--- src/rtl/seven_seg_pkg.sv ---
// seven_seg_pkg: shared constants for the seven-segment scanner slice.
// Provides the digit count, the segment bus width, the active-high hex
// segment patterns ({g,f,e,d,c,b,a}) and the slot-length helper.
package seven_seg_pkg;

  localparam int NUM_DIGITS = 8;
  localparam int SEG_W      = 7;

  localparam logic [SEG_W-1:0] SEG_0 = 7'h3F;
  localparam logic [SEG_W-1:0] SEG_1 = 7'h06;
  localparam logic [SEG_W-1:0] SEG_2 = 7'h5B;
  localparam logic [SEG_W-1:0] SEG_3 = 7'h4F;
  localparam logic [SEG_W-1:0] SEG_4 = 7'h66;
  localparam logic [SEG_W-1:0] SEG_5 = 7'h6D;
  localparam logic [SEG_W-1:0] SEG_6 = 7'h7D;
  localparam logic [SEG_W-1:0] SEG_7 = 7'h07;
  localparam logic [SEG_W-1:0] SEG_8 = 7'h7F;
  localparam logic [SEG_W-1:0] SEG_9 = 7'h6F;
  localparam logic [SEG_W-1:0] SEG_A = 7'h77;
  localparam logic [SEG_W-1:0] SEG_B = 7'h7C;
  localparam logic [SEG_W-1:0] SEG_C = 7'h39;
  localparam logic [SEG_W-1:0] SEG_D = 7'h5E;
  localparam logic [SEG_W-1:0] SEG_E = 7'h79;
  localparam logic [SEG_W-1:0] SEG_F = 7'h71;

  // Clock cycles spent on one digit slot.
  function automatic int digit_cycles(input int freq_hz, input int scan_hz);
    return freq_hz / scan_hz;
  endfunction

endpackage

--- src/rtl/seven_seg_scanner_if.sv ---
// seven_seg_scanner_if: display data in / board pins out.
//   value        32  packed digits, digit i = value[4i+3:4i]
//   digit_enable  8  bit i = digit i shown
//   dp_enable     8  bit i = decimal point of digit i shown
//   brightness    4  0 = dimmest, 15 = full slot
//   anode         8  digit select (pin polarity)
//   cathode       7  segments {g,f,e,d,c,b,a} (pin polarity)
//   dp            1  decimal point segment (pin polarity)
//   frame_start   1  one-cycle pulse at the first output cycle of digit 0
// master = data source (stopwatch / bench), slave = scanner.
interface seven_seg_scanner_if;
  import seven_seg_pkg::*;

  logic [4*NUM_DIGITS-1:0] value;
  logic [NUM_DIGITS-1:0]   digit_enable;
  logic [NUM_DIGITS-1:0]   dp_enable;
  logic [3:0]              brightness;
  logic [NUM_DIGITS-1:0]   anode;
  logic [SEG_W-1:0]        cathode;
  logic                    dp;
  logic                    frame_start;

  modport master (
    output value, digit_enable, dp_enable, brightness,
    input  anode, cathode, dp, frame_start
  );

  modport slave (
    input  value, digit_enable, dp_enable, brightness,
    output anode, cathode, dp, frame_start
  );

endinterface

--- src/rtl/seven_seg_scanner_hex_to_seg.sv ---
// hex_to_seg: combinational hex digit to active-high segment decoder.
//   hex_i  4  digit value 0..F
//   seg_o  7  segments {g,f,e,d,c,b,a}, 1 = lit
module hex_to_seg
  import seven_seg_pkg::*;
(
  input  logic [3:0]       hex_i,
  output logic [SEG_W-1:0] seg_o
);

  // Hex digit to segment pattern lookup
  always_comb begin
    seg_o = {SEG_W{1'b0}};
    case (hex_i)
      4'h0:    seg_o = SEG_0;
      4'h1:    seg_o = SEG_1;
      4'h2:    seg_o = SEG_2;
      4'h3:    seg_o = SEG_3;
      4'h4:    seg_o = SEG_4;
      4'h5:    seg_o = SEG_5;
      4'h6:    seg_o = SEG_6;
      4'h7:    seg_o = SEG_7;
      4'h8:    seg_o = SEG_8;
      4'h9:    seg_o = SEG_9;
      4'hA:    seg_o = SEG_A;
      4'hB:    seg_o = SEG_B;
      4'hC:    seg_o = SEG_C;
      4'hD:    seg_o = SEG_D;
      4'hE:    seg_o = SEG_E;
      4'hF:    seg_o = SEG_F;
      default: seg_o = {SEG_W{1'b0}};
    endcase
  end

endmodule

--- src/rtl/seven_seg_scanner.sv ---
// seven_seg_scanner: time-multiplexes 8 hex digits onto a common-anode
// seven-segment display with per-frame input snapshot, leading guard
// (all-off) cycles in every slot and 16-level brightness PWM.
//   clk      clock
//   resetn   synchronous active-low reset
//   disp_if  slave side of seven_seg_scanner_if (data in, pins out)
// Outputs are registered; pin polarity is applied after the register.
module seven_seg_scanner
  import seven_seg_pkg::*;
#(
  parameter int FREQ_HZ      = 100000000,
  parameter int SCAN_HZ      = 1000,
  parameter int GUARD_CYCLES = 2,
  parameter bit ACTIVE_LOW   = 1'b1
) (
  input logic                 clk,
  input logic                 resetn,
  seven_seg_scanner_if.slave  disp_if
);

  localparam int DIGIT_CYCLES = digit_cycles(FREQ_HZ, SCAN_HZ);
  localparam int SUB          = DIGIT_CYCLES / 16;
  localparam int CNT_W        = $clog2(DIGIT_CYCLES);
  localparam int DIG_W        = $clog2(NUM_DIGITS);
  localparam logic [CNT_W-1:0] LAST_TICK = CNT_W'(DIGIT_CYCLES - 1);
  localparam logic [DIG_W-1:0] LAST_DIG  = DIG_W'(NUM_DIGITS - 1);

  // The 16-step PWM needs whole sub-slots of at least two cycles.
  if ((DIGIT_CYCLES < 32) || ((DIGIT_CYCLES % 16) != 0)) begin : g_bad_digit_cycles
    $error("seven_seg_scanner: FREQ_HZ/SCAN_HZ must be >= 32 and a multiple of 16");
  end

  logic [CNT_W-1:0]        tick_q, tick_d;
  logic [DIG_W-1:0]        digit_q, digit_d;
  logic [4*NUM_DIGITS-1:0] val_snap_q;
  logic [NUM_DIGITS-1:0]   en_snap_q;
  logic [NUM_DIGITS-1:0]   dp_snap_q;
  logic [3:0]              bright_snap_q;
  logic [NUM_DIGITS-1:0]   anode_q, anode_d;
  logic [SEG_W-1:0]        cathode_q, cathode_d;
  logic                    dp_q, dp_d;
  logic                    frame_start_q, frame_start_d;

  logic                    snap_load_s;
  logic [31:0]             tick_ext_s;
  logic [31:0]             on_cycles_s;
  logic                    lit_s;
  logic [3:0]              nibble_s;
  logic [SEG_W-1:0]        seg_s;

  // Snapshot on the last cycle of the frame so the next frame is coherent.
  assign snap_load_s = (digit_q == LAST_DIG) && (tick_q == LAST_TICK);
  assign tick_ext_s  = {{(32-CNT_W){1'b0}}, tick_q};
  assign on_cycles_s = ({28'd0, bright_snap_q} + 32'd1) * 32'(SUB);
  // With GUARD_CYCLES >= SUB, brightness 0 blanks the slot entirely.
  assign lit_s       = en_snap_q[digit_q]
                     && (tick_ext_s >= 32'(GUARD_CYCLES))
                     && (tick_ext_s < on_cycles_s);
  assign nibble_s    = val_snap_q[{digit_q, 2'b00} +: 4];

  hex_to_seg u_hex_to_seg (
    .hex_i (nibble_s),
    .seg_o (seg_s)
  );

  // Slot tick and digit index next state
  always_comb begin
    tick_d  = tick_q;
    digit_d = digit_q;
    if (tick_q == LAST_TICK) begin
      tick_d  = {CNT_W{1'b0}};
      digit_d = digit_q + {{(DIG_W-1){1'b0}}, 1'b1};
    end else begin
      tick_d  = tick_q + {{(CNT_W-1){1'b0}}, 1'b1};
      digit_d = digit_q;
    end
  end

  // Active-high output pattern for the current (tick, digit)
  always_comb begin
    anode_d       = {NUM_DIGITS{1'b0}};
    cathode_d     = {SEG_W{1'b0}};
    dp_d          = 1'b0;
    frame_start_d = (digit_q == {DIG_W{1'b0}}) && (tick_q == {CNT_W{1'b0}});
    if (lit_s) begin
      anode_d[digit_q] = 1'b1;
      cathode_d        = seg_s;
      dp_d             = dp_snap_q[digit_q];
    end else begin
      anode_d   = {NUM_DIGITS{1'b0}};
      cathode_d = {SEG_W{1'b0}};
      dp_d      = 1'b0;
    end
  end

  // Scan counters
  always_ff @(posedge clk) begin
    if (!resetn) begin
      tick_q  <= {CNT_W{1'b0}};
      digit_q <= {DIG_W{1'b0}};
    end else begin
      tick_q  <= tick_d;
      digit_q <= digit_d;
    end
  end

  // Input snapshot, also loaded throughout reset
  always_ff @(posedge clk) begin
    if (!resetn || snap_load_s) begin
      val_snap_q    <= disp_if.value;
      en_snap_q     <= disp_if.digit_enable;
      dp_snap_q     <= disp_if.dp_enable;
      bright_snap_q <= disp_if.brightness;
    end
  end

  // Output register (active-high internally)
  always_ff @(posedge clk) begin
    if (!resetn) begin
      anode_q       <= {NUM_DIGITS{1'b0}};
      cathode_q     <= {SEG_W{1'b0}};
      dp_q          <= 1'b0;
      frame_start_q <= 1'b0;
    end else begin
      anode_q       <= anode_d;
      cathode_q     <= cathode_d;
      dp_q          <= dp_d;
      frame_start_q <= frame_start_d;
    end
  end

  assign disp_if.anode       = ACTIVE_LOW ? ~anode_q   : anode_q;
  assign disp_if.cathode     = ACTIVE_LOW ? ~cathode_q : cathode_q;
  assign disp_if.dp          = ACTIVE_LOW ? ~dp_q      : dp_q;
  assign disp_if.frame_start = frame_start_q;

endmodule
--- src/flat_wrapper.sv ---
// flat-port wrapper written by rule: the top's interface ports become plain ports
module seven_seg_scanner_flat import seven_seg_pkg::*;
#(
  parameter int FREQ_HZ      = 100000000,
  parameter int SCAN_HZ      = 1000,
  parameter int GUARD_CYCLES = 2,
  parameter bit ACTIVE_LOW   = 1'b1
)
  (clk, resetn, disp_if_value, disp_if_digit_enable, disp_if_dp_enable, disp_if_brightness, disp_if_anode, disp_if_cathode, disp_if_dp, disp_if_frame_start);
  seven_seg_scanner_if disp_if_i ();
  input logic clk;
  input logic resetn;
  input wire logic [$bits(disp_if_i.value)-1:0] disp_if_value;
  input wire logic [$bits(disp_if_i.digit_enable)-1:0] disp_if_digit_enable;
  input wire logic [$bits(disp_if_i.dp_enable)-1:0] disp_if_dp_enable;
  input wire logic [$bits(disp_if_i.brightness)-1:0] disp_if_brightness;
  output wire logic [$bits(disp_if_i.anode)-1:0] disp_if_anode;
  output wire logic [$bits(disp_if_i.cathode)-1:0] disp_if_cathode;
  output wire logic [$bits(disp_if_i.dp)-1:0] disp_if_dp;
  output wire logic [$bits(disp_if_i.frame_start)-1:0] disp_if_frame_start;
  assign disp_if_i.value = disp_if_value;
  assign disp_if_i.digit_enable = disp_if_digit_enable;
  assign disp_if_i.dp_enable = disp_if_dp_enable;
  assign disp_if_i.brightness = disp_if_brightness;
  assign disp_if_anode = disp_if_i.anode;
  assign disp_if_cathode = disp_if_i.cathode;
  assign disp_if_dp = disp_if_i.dp;
  assign disp_if_frame_start = disp_if_i.frame_start;
  seven_seg_scanner #(.FREQ_HZ(FREQ_HZ), .SCAN_HZ(SCAN_HZ), .GUARD_CYCLES(GUARD_CYCLES), .ACTIVE_LOW(ACTIVE_LOW)) u_core (.clk(clk), .resetn(resetn), .disp_if(disp_if_i));
endmodule
--- config.mk ---
export PLATFORM = sky130hd
export DESIGN_NAME = seven_seg_scanner_flat
export DESIGN_NICKNAME = d
export VERILOG_FILES = /design/src/rtl/seven_seg_pkg.sv /design/src/rtl/seven_seg_scanner_if.sv /design/src/rtl/seven_seg_scanner_hex_to_seg.sv /design/src/rtl/seven_seg_scanner.sv /design/src/flat_wrapper.sv
export SDC_FILE = /design/constraint.sdc
export NUM_CORES = 1
export LEC_CHECK = 0
export BUFFER_PORTS_ARGS = -buffer_cell sky130_fd_sc_hd__buf_2
export CORE_MARGIN = 10
export CORE_UTILIZATION = 55
export DETAILED_ROUTE_END_ITERATION = 10
export GPL_ROUTABILITY_DRIVEN = 0
export PLACE_DENSITY = 0.77
export SLEW_MARGIN = 5
export SYNTH_ARGS = -nofsm -noshare
export SYNTH_HDL_FRONTEND = slang
export SYNTH_HIERARCHICAL = 1
export SYNTH_SLANG_ARGS = --single-unit
--- constraint.sdc ---
create_clock -name clk -period 6.2 [get_ports clk]
set_input_delay 0.62 -clock clk [delete_from_list [all_inputs] [get_ports clk]]
set_output_delay 0.62 -clock clk [all_outputs]
set_load 0.02 [all_outputs]
Yosys cells after proc, flatten, opt, wreduce, memory -nomap -nowiden
Memories as Yosys holds them, arrays and structs flattened. A register that Yosys moved wholly into a read port is not among the register bits.
Index checks and enable logic that the tools add are counted.
{"block": "op_classes", "mux": 6, "bitwise": 4, "reduce_logical": 12, "addsub": 3, "magnitude_cmp": 4, "mul": 1, "eq_ne": 2, "n_shift": 1}
{"op": "$lt 17x32->1", "count": 1}
{"op": "$mul 32x12->31 const B", "count": 1}
{"op": "$shiftx 32x6->4", "count": 1}
{"op": "$add 17x1->17 const B", "count": 1}
{"op": "$eq 17x17->1 const B", "count": 1}
{"op": "$ge 17x2->1 const B", "count": 1}
{"op": "$logic_not 17->1", "count": 1}
{"op": "$not 8->8", "count": 1}
{"op": "$not 7->7", "count": 1}
{"op": "$bmux 1 s3", "count": 2}
{"op": "$add 4x1->5 const B", "count": 1}
{"op": "$logic_and 1x1->1", "count": 5}
{"op": "$lt 3x4->1 const B", "count": 1}
{"op": "$add 3x1->3 const B", "count": 1}
{"op": "$demux 1 s3", "count": 1}
{"op": "$eq 3x3->1 const B", "count": 1}
{"op": "$ge 3x1->1 const B", "count": 1}
{"op": "$logic_not 3->1", "count": 1}
{"op": "$mux 1", "count": 3}
{"op": "$logic_not 1->1", "count": 2}
{"op": "$not 1->1", "count": 2}
{"op": "$reduce_and 2->1", "count": 1}
{"op": "$reduce_or 2->1", "count": 1}
{"op": "$logic_or 1x1->1", "count": 1}
{"block": "word_totals", "output_inout_bits": 17, "elab_cells": 43, "romBits": 112, "n_memories": 1, "reg_bits": 82, "in_bits": 54}
{"memory": "(name not given)", "depth": 16, "word_bits": 7, "read_ports": 1, "rd_ports_with_merged_regs": 1, "write_ports": 0, "line": "seven_seg_scanner_hex_to_seg.sv:14", "source": "case (hex_i)"}

Depth between registers and ports, before layout
{"block": "logic_depth", "word_depth": 6, "ltp_mapped": 21, "depth_no_buf": 20}

Modules after synthesis
Netlist, hierarchy kept.
{"module": "seven_seg_scanner", "seq_area_each_um2": 2302.2, "n_inst": 1, "area_each_um2": 4648.2, "cells_per_inst": 413}
{"module": "hex_to_seg", "seq_area_each_um2": 0.0, "n_inst": 1, "area_each_um2": 287.8, "cells_per_inst": 33}

Worst setup path after synthesis
No wires, ideal clock.
{"block": "synth_timing", "path_kind": "register to register", "start": "register u_core.tick_q[1]", "end": "register u_core.bright_snap_q[0], enable pin", "slack_ns": 0.833, "stages_incl_launch_ff": 6, "required_ns": 5.666, "arrival_ns": 4.833, "setup_ns": 0.534, "synth_period_minus_slack_ns": 5.367, "n_path_buf": 0, "path_cell_list": "dfxtp_1 > ha_1 > nand4_1 > nor2_1 > nand4_1 > o21ai_0"}
{"block": "synth_between", "elab_chain_cells": 3}
{"item": "from (decl)", "line": "seven_seg_scanner.sv:33", "source": "logic [CNT_W-1:0] tick_q, tick_d;"}
{"item": "from (signal assigned)", "line": "seven_seg_scanner.sv:99", "source": "tick_q <= {CNT_W{1'b0}};"}
{"item": "from (signal assigned)", "line": "seven_seg_scanner.sv:102", "source": "tick_q <= tick_d;"}
{"item": "$eq 17x17->1", "line": "seven_seg_scanner.sv:52", "source": "assign snap_load_s = (digit_q == LAST_DIG) && (tick_q == LAST_TICK);"}
{"item": "$logic_and 1x1->1", "line": "seven_seg_scanner.sv:52"}
{"item": "$logic_or 1x1->1", "line": "seven_seg_scanner.sv:109", "source": "if (!resetn || snap_load_s) begin"}
{"item": "to (signal assigned)", "line": "seven_seg_scanner.sv:113", "source": "bright_snap_q <= disp_if.brightness;"}
{"item": "to (decl)", "line": "seven_seg_scanner.sv:38", "source": "logic [3:0] bright_snap_q;"}
No other way between the ends.
A chain may end at the register's enable or synchronous reset.

Final worst setup path
{"block": "layout_timing", "start": "register u_core.bright_snap_q[0]", "end": "register u_core.anode_q[0]"}
{"block": "layout_between", "elab_chain_cells": 5}
{"item": "$add 4x1->5", "line": "seven_seg_scanner.sv:54", "source": "assign on_cycles_s = ({28'd0, bright_snap_q} + 32'd1) * 32'(SUB);"}
{"item": "$mul 32x12->31", "line": "seven_seg_scanner.sv:54"}
{"item": "$lt 17x32->1", "line": "seven_seg_scanner.sv:58", "source": "&& (tick_ext_s < on_cycles_s);"}
{"item": "$logic_and 1x1->1", "line": "seven_seg_scanner.sv:58"}
{"item": "$reduce_and 2->1 (no line)"}
{"item": "to (signal assigned)", "line": "seven_seg_scanner.sv:120", "source": "anode_q <= {NUM_DIGITS{1'b0}};"}
{"item": "to (signal assigned)", "line": "seven_seg_scanner.sv:125", "source": "anode_q <= anode_d;"}
{"item": "to (decl)", "line": "seven_seg_scanner.sv:39", "source": "logic [NUM_DIGITS-1:0] anode_q, anode_d;"}
No other way between the ends.

==> impl_results.md <==
* Root buffer cell: clkbuf_8
* DR vias/cell at 5.605
* Synthesized area per cell at 11.07 µm²
* Row count at 34
* Post-synth EDFFs at 52
* DIE AREA at 0.01316 mm²
* Yosys reg bits at 89
* Outcome: finished clean
* Cts hold-fix bufs at 0
* Layout cells sized above 1 at 0.2027
* Chip width at 114.7 µm
* Port Buffers at 70
* Synth Warn # at 6
* Hold Path Stages at 1
* Distinct cell type count after synthesis at 59
* Initial antenna violation count at 1
* Drt pass-1 iters at 5
* Final setup viols at 0
* Setup crit start kind: flip-flop
* Post-layout utilization of the core at 0.6425
* Post-synth ARST share at 0
* Post-synthesis sequential area ratio at 0.4664
* Max-slew violation count at 0
* Hold Path End: u_core/val_snap_q[15]
* Hold Crit Class: input pin to flip-flop
* Max frequency at 0.1870 GHz
* H-tree depth at 3
* Worst-path cell chain: ha_1 -> xor2_1 -> ha_1 -> xnor2_1 -> ha_1 -> ha_1 -> ha_1 -> a21o_1 -> a21oi_1 -> o211ai_1 -> a32oi_1 -> o21bai_1 -> xnor2_1 -> ha_1 -> nand4_1 -> nor3_1 -> o31ai_1 -> a32oi_2 -> nor4b_1
* Mapped Cells at 446
* Worst Path Max Fanout at 16
* Crit path DAT at 5.55 ns
* Final min period at 5.348 ns
* Pwr Density at 237.0 mW/mm²
* RSZ-0062 raised after global routing: no
* Clock slew at reported path FFs at 0.10 ns
* Post-route DRC violation count at 0
* Total CTS buffers at 9
* Drt initial violations at 187
* CTS tree: built
* Top FF cell, synth: edfxtp_1
* CP max stage delay at 0.70 ns
* Number of diodes at 0
* Final WL at 10,030 µm
* Final Skew at 0.008844 ns
* Routed len/inst at 15.90 µm
* Nets at 633
* Post-Syn Area at 0.004936 mm²
* Largest net degree at the start of global routing at 53
* I/O Pins at 71
* Post-DP HPWL at 7749 µm
* Leakage Power at 2.322 nW
* Post-Syn Nets at 561
* Critical R2R Launch: u_core/bright_snap_q[0]
* Total Routing Usage GR at 0.1547
* First-pass GRT wire length at 16,700 µm
* Flop2flop setup slack at 0.85 ns
* Via count at 3,537
* Slowest cell on the critical path: a32oi_2
* Slew @ Worst Pin at 1.096 ns
* Max Buffers Root-to-Sink at 2
* Worst EP required at 6.40 ns
* Vias in the first global route at 3,510
* FF-to-FF End: u_core/anode_q[0]
* Std-Cell Core Area at 0.008721 mm²
* Setup TNS at 0 ns
* Most frequent CP cell: ha_1
* Max-Cap Viols at 0
* Setup crit end kind: flip-flop
* Die Ht at 114.7 µm
* Commonest non-fill, non-tap cell in the layout: buf_2
* Post-CTS Setup Bufs at 0
* Max VDD drop at 0.0001641 V
* Setup ws final at 0.8522 ns
* PostCTS Resize Cnt at 0
* Count of final hold-check violations at 0
* Max-slew headroom at 0.2681
* Final cycle utilization of the critical path at 0.8625
* R2R cell count at 19
* Hold wc startpoint: disp_if_value[15]
* Setup CP Type: flip-flop to flip-flop
* Detail Route Antenna Nets at 0
* CTS sink cnt at 89
* Layout area overhead at 13.51%
* Commonest cells after routing, fill and taps aside: buf_2 (70), ha_1 (60), edfxtp_1 (52)
* Hold Slack at 0.4278 ns
* Global route total overflow at 0
* Dpl ws at 0.8787 ns
* Starting Density at 0.5660
* Clk_lat worst skew at 0.36 ns
-- cell type report --
type                       instances  area (µm²)
timing repair buffer              74       380.4
fill                             671        3118
clock buffer                       9       123.9
clock inverter                     7       85.08
multi-input combinational        306        2434
inverter                          38       142.6
sequential                        89        2302
tap                              108       135.1
-- critical path, delay by kind of cell (launching register included) --
| kind | cells | cell delay, ns |
|---|---|---|
| compound gates | 7 | 1.86 |
| simple gates | 3 | 0.38 |
| xor+xnor | 3 | 0.66 |
| flops | 1 | 0.55 |
| fa+ha+maj | 6 | 1.76 |
-- cell families (layout without fill, tap and decap cells) --
kind of cell	Yosys count	after routing	share of synthesized area
muxes	20	20	0.05273
and+or+nand+nor	131	131	0.1389
adders and majority gates	61	61	0.1561
DFF	89	89	0.4664
xor gates and xnor gates	29	29	0.05146
AOI/OAI and AO/OA	65	65	0.09151
buffers and inverters	51	128	0.04284
-- sequential cells by signal, summed over array words and instances, names as in the netlist --
name and cells:
u_core/dp_q 1, u_core/digit_q 3, u_core/en_snap_q 8, u_core/dp_snap_q 8, u_core/tick_q 17, u_core/anode_q 8
u_core/disp_if.frame_start 1, u_core/bright_snap_q 4, u_core/cathode_q 7, u_core/val_snap_q 32
-- layer usage --
layer	vias to the layer above	GRT usage	wire [µm]
li1	1758	-	-
met1	1651	0.2033	4540
met2	108	0.2431	4644
met3	18	0.04063	648
met4	2	0.05198	184
met5	-	0	14
-- worst max-delay path by stage --
stage                            start                 endpoint  slack [ns]
2_1_floorplan         u_core/tick_q[1]  u_core/bright_snap_q[0]        0.83
3_3_place_gp   u_core/bright_snap_q[0]        u_core/anode_q[0]        1.17
3_5_place_dp   u_core/bright_snap_q[0]      u_core/cathode_q[0]        0.88
4_1_cts        u_core/bright_snap_q[0]      u_core/cathode_q[0]        0.84
5_1_grt        u_core/bright_snap_q[0]        u_core/anode_q[4]        0.49
6_report       u_core/bright_snap_q[0]        u_core/anode_q[0]        0.85
-- power breakdown --
group	internal (mW)	switching [mW]	total (mW)
sequential	0.652	0.0108	0.662
combinational	0.111	0.140	0.251
clock	0.195	0.219	0.414
total	0.958	0.370	1.33
-- through the flow --
step | instances | area (µm²) | power [mW]
global placement | 615 | 5394 | 0.9140
finish | 631 | 5603 | 1.328
CTS | 631 | 5603 | 1.339
floorplan | 446 | 4936 | 0.8542
detailed placement | 615 | 5394 | 0.9240
global route | 631 | 5603 | 1.395
-- synthesized netlist by cell type (2+ instances only) --
| cell | n | area (µm²) |
|---|---|---|
| nand3b_1 | 2 | 15.01 |
| a21o_1 | 3 | 22.52 |
| xnor2_1 | 14 | 122.6 |
| edfxtp_1 | 52 | 1562 |
| nand2_1 | 27 | 101.4 |
| nor2b_1 | 4 | 25.02 |
| o22ai_1 | 2 | 12.51 |
| buf_1 | 2 | 7.510 |
| xor2_1 | 15 | 131.4 |
| clkbuf_1 | 5 | 18.77 |
| nor3_1 | 8 | 40.04 |
| nand2b_1 | 2 | 12.51 |
| o21ai_0 | 14 | 70.07 |
| nand3_1 | 11 | 55.05 |
| a221o_1 | 2 | 20.02 |
| nor3_2 | 2 | 20.02 |
| o21a_1 | 2 | 15.01 |
| mux4_2 | 3 | 67.56 |
| nor2_1 | 32 | 120.1 |
| and2_1 | 2 | 12.51 |
| or3_1 | 4 | 25.02 |
| dfxtp_1 | 37 | 740.7 |
| mux2i_1 | 11 | 110.1 |
| buf_6 | 2 | 22.52 |
| nand4_1 | 9 | 56.30 |
| buf_2 | 4 | 20.02 |
| a211oi_1 | 3 | 22.52 |
| ha_1 | 60 | 750.7 |
| a21oi_1 | 17 | 85.08 |
| nor3b_1 | 9 | 67.56 |
| o211ai_1 | 2 | 15.01 |
| and3_1 | 7 | 43.79 |
| mux2_2 | 5 | 56.30 |
| inv_1 | 38 | 142.6 |
| o221ai_1 | 2 | 17.52 |
| a31oi_1 | 3 | 18.77 |
| nor4_1 | 5 | 31.28 |
| nor4b_1 | 3 | 26.28 |
No activity file was read; power rests on OpenSTA's default activity.
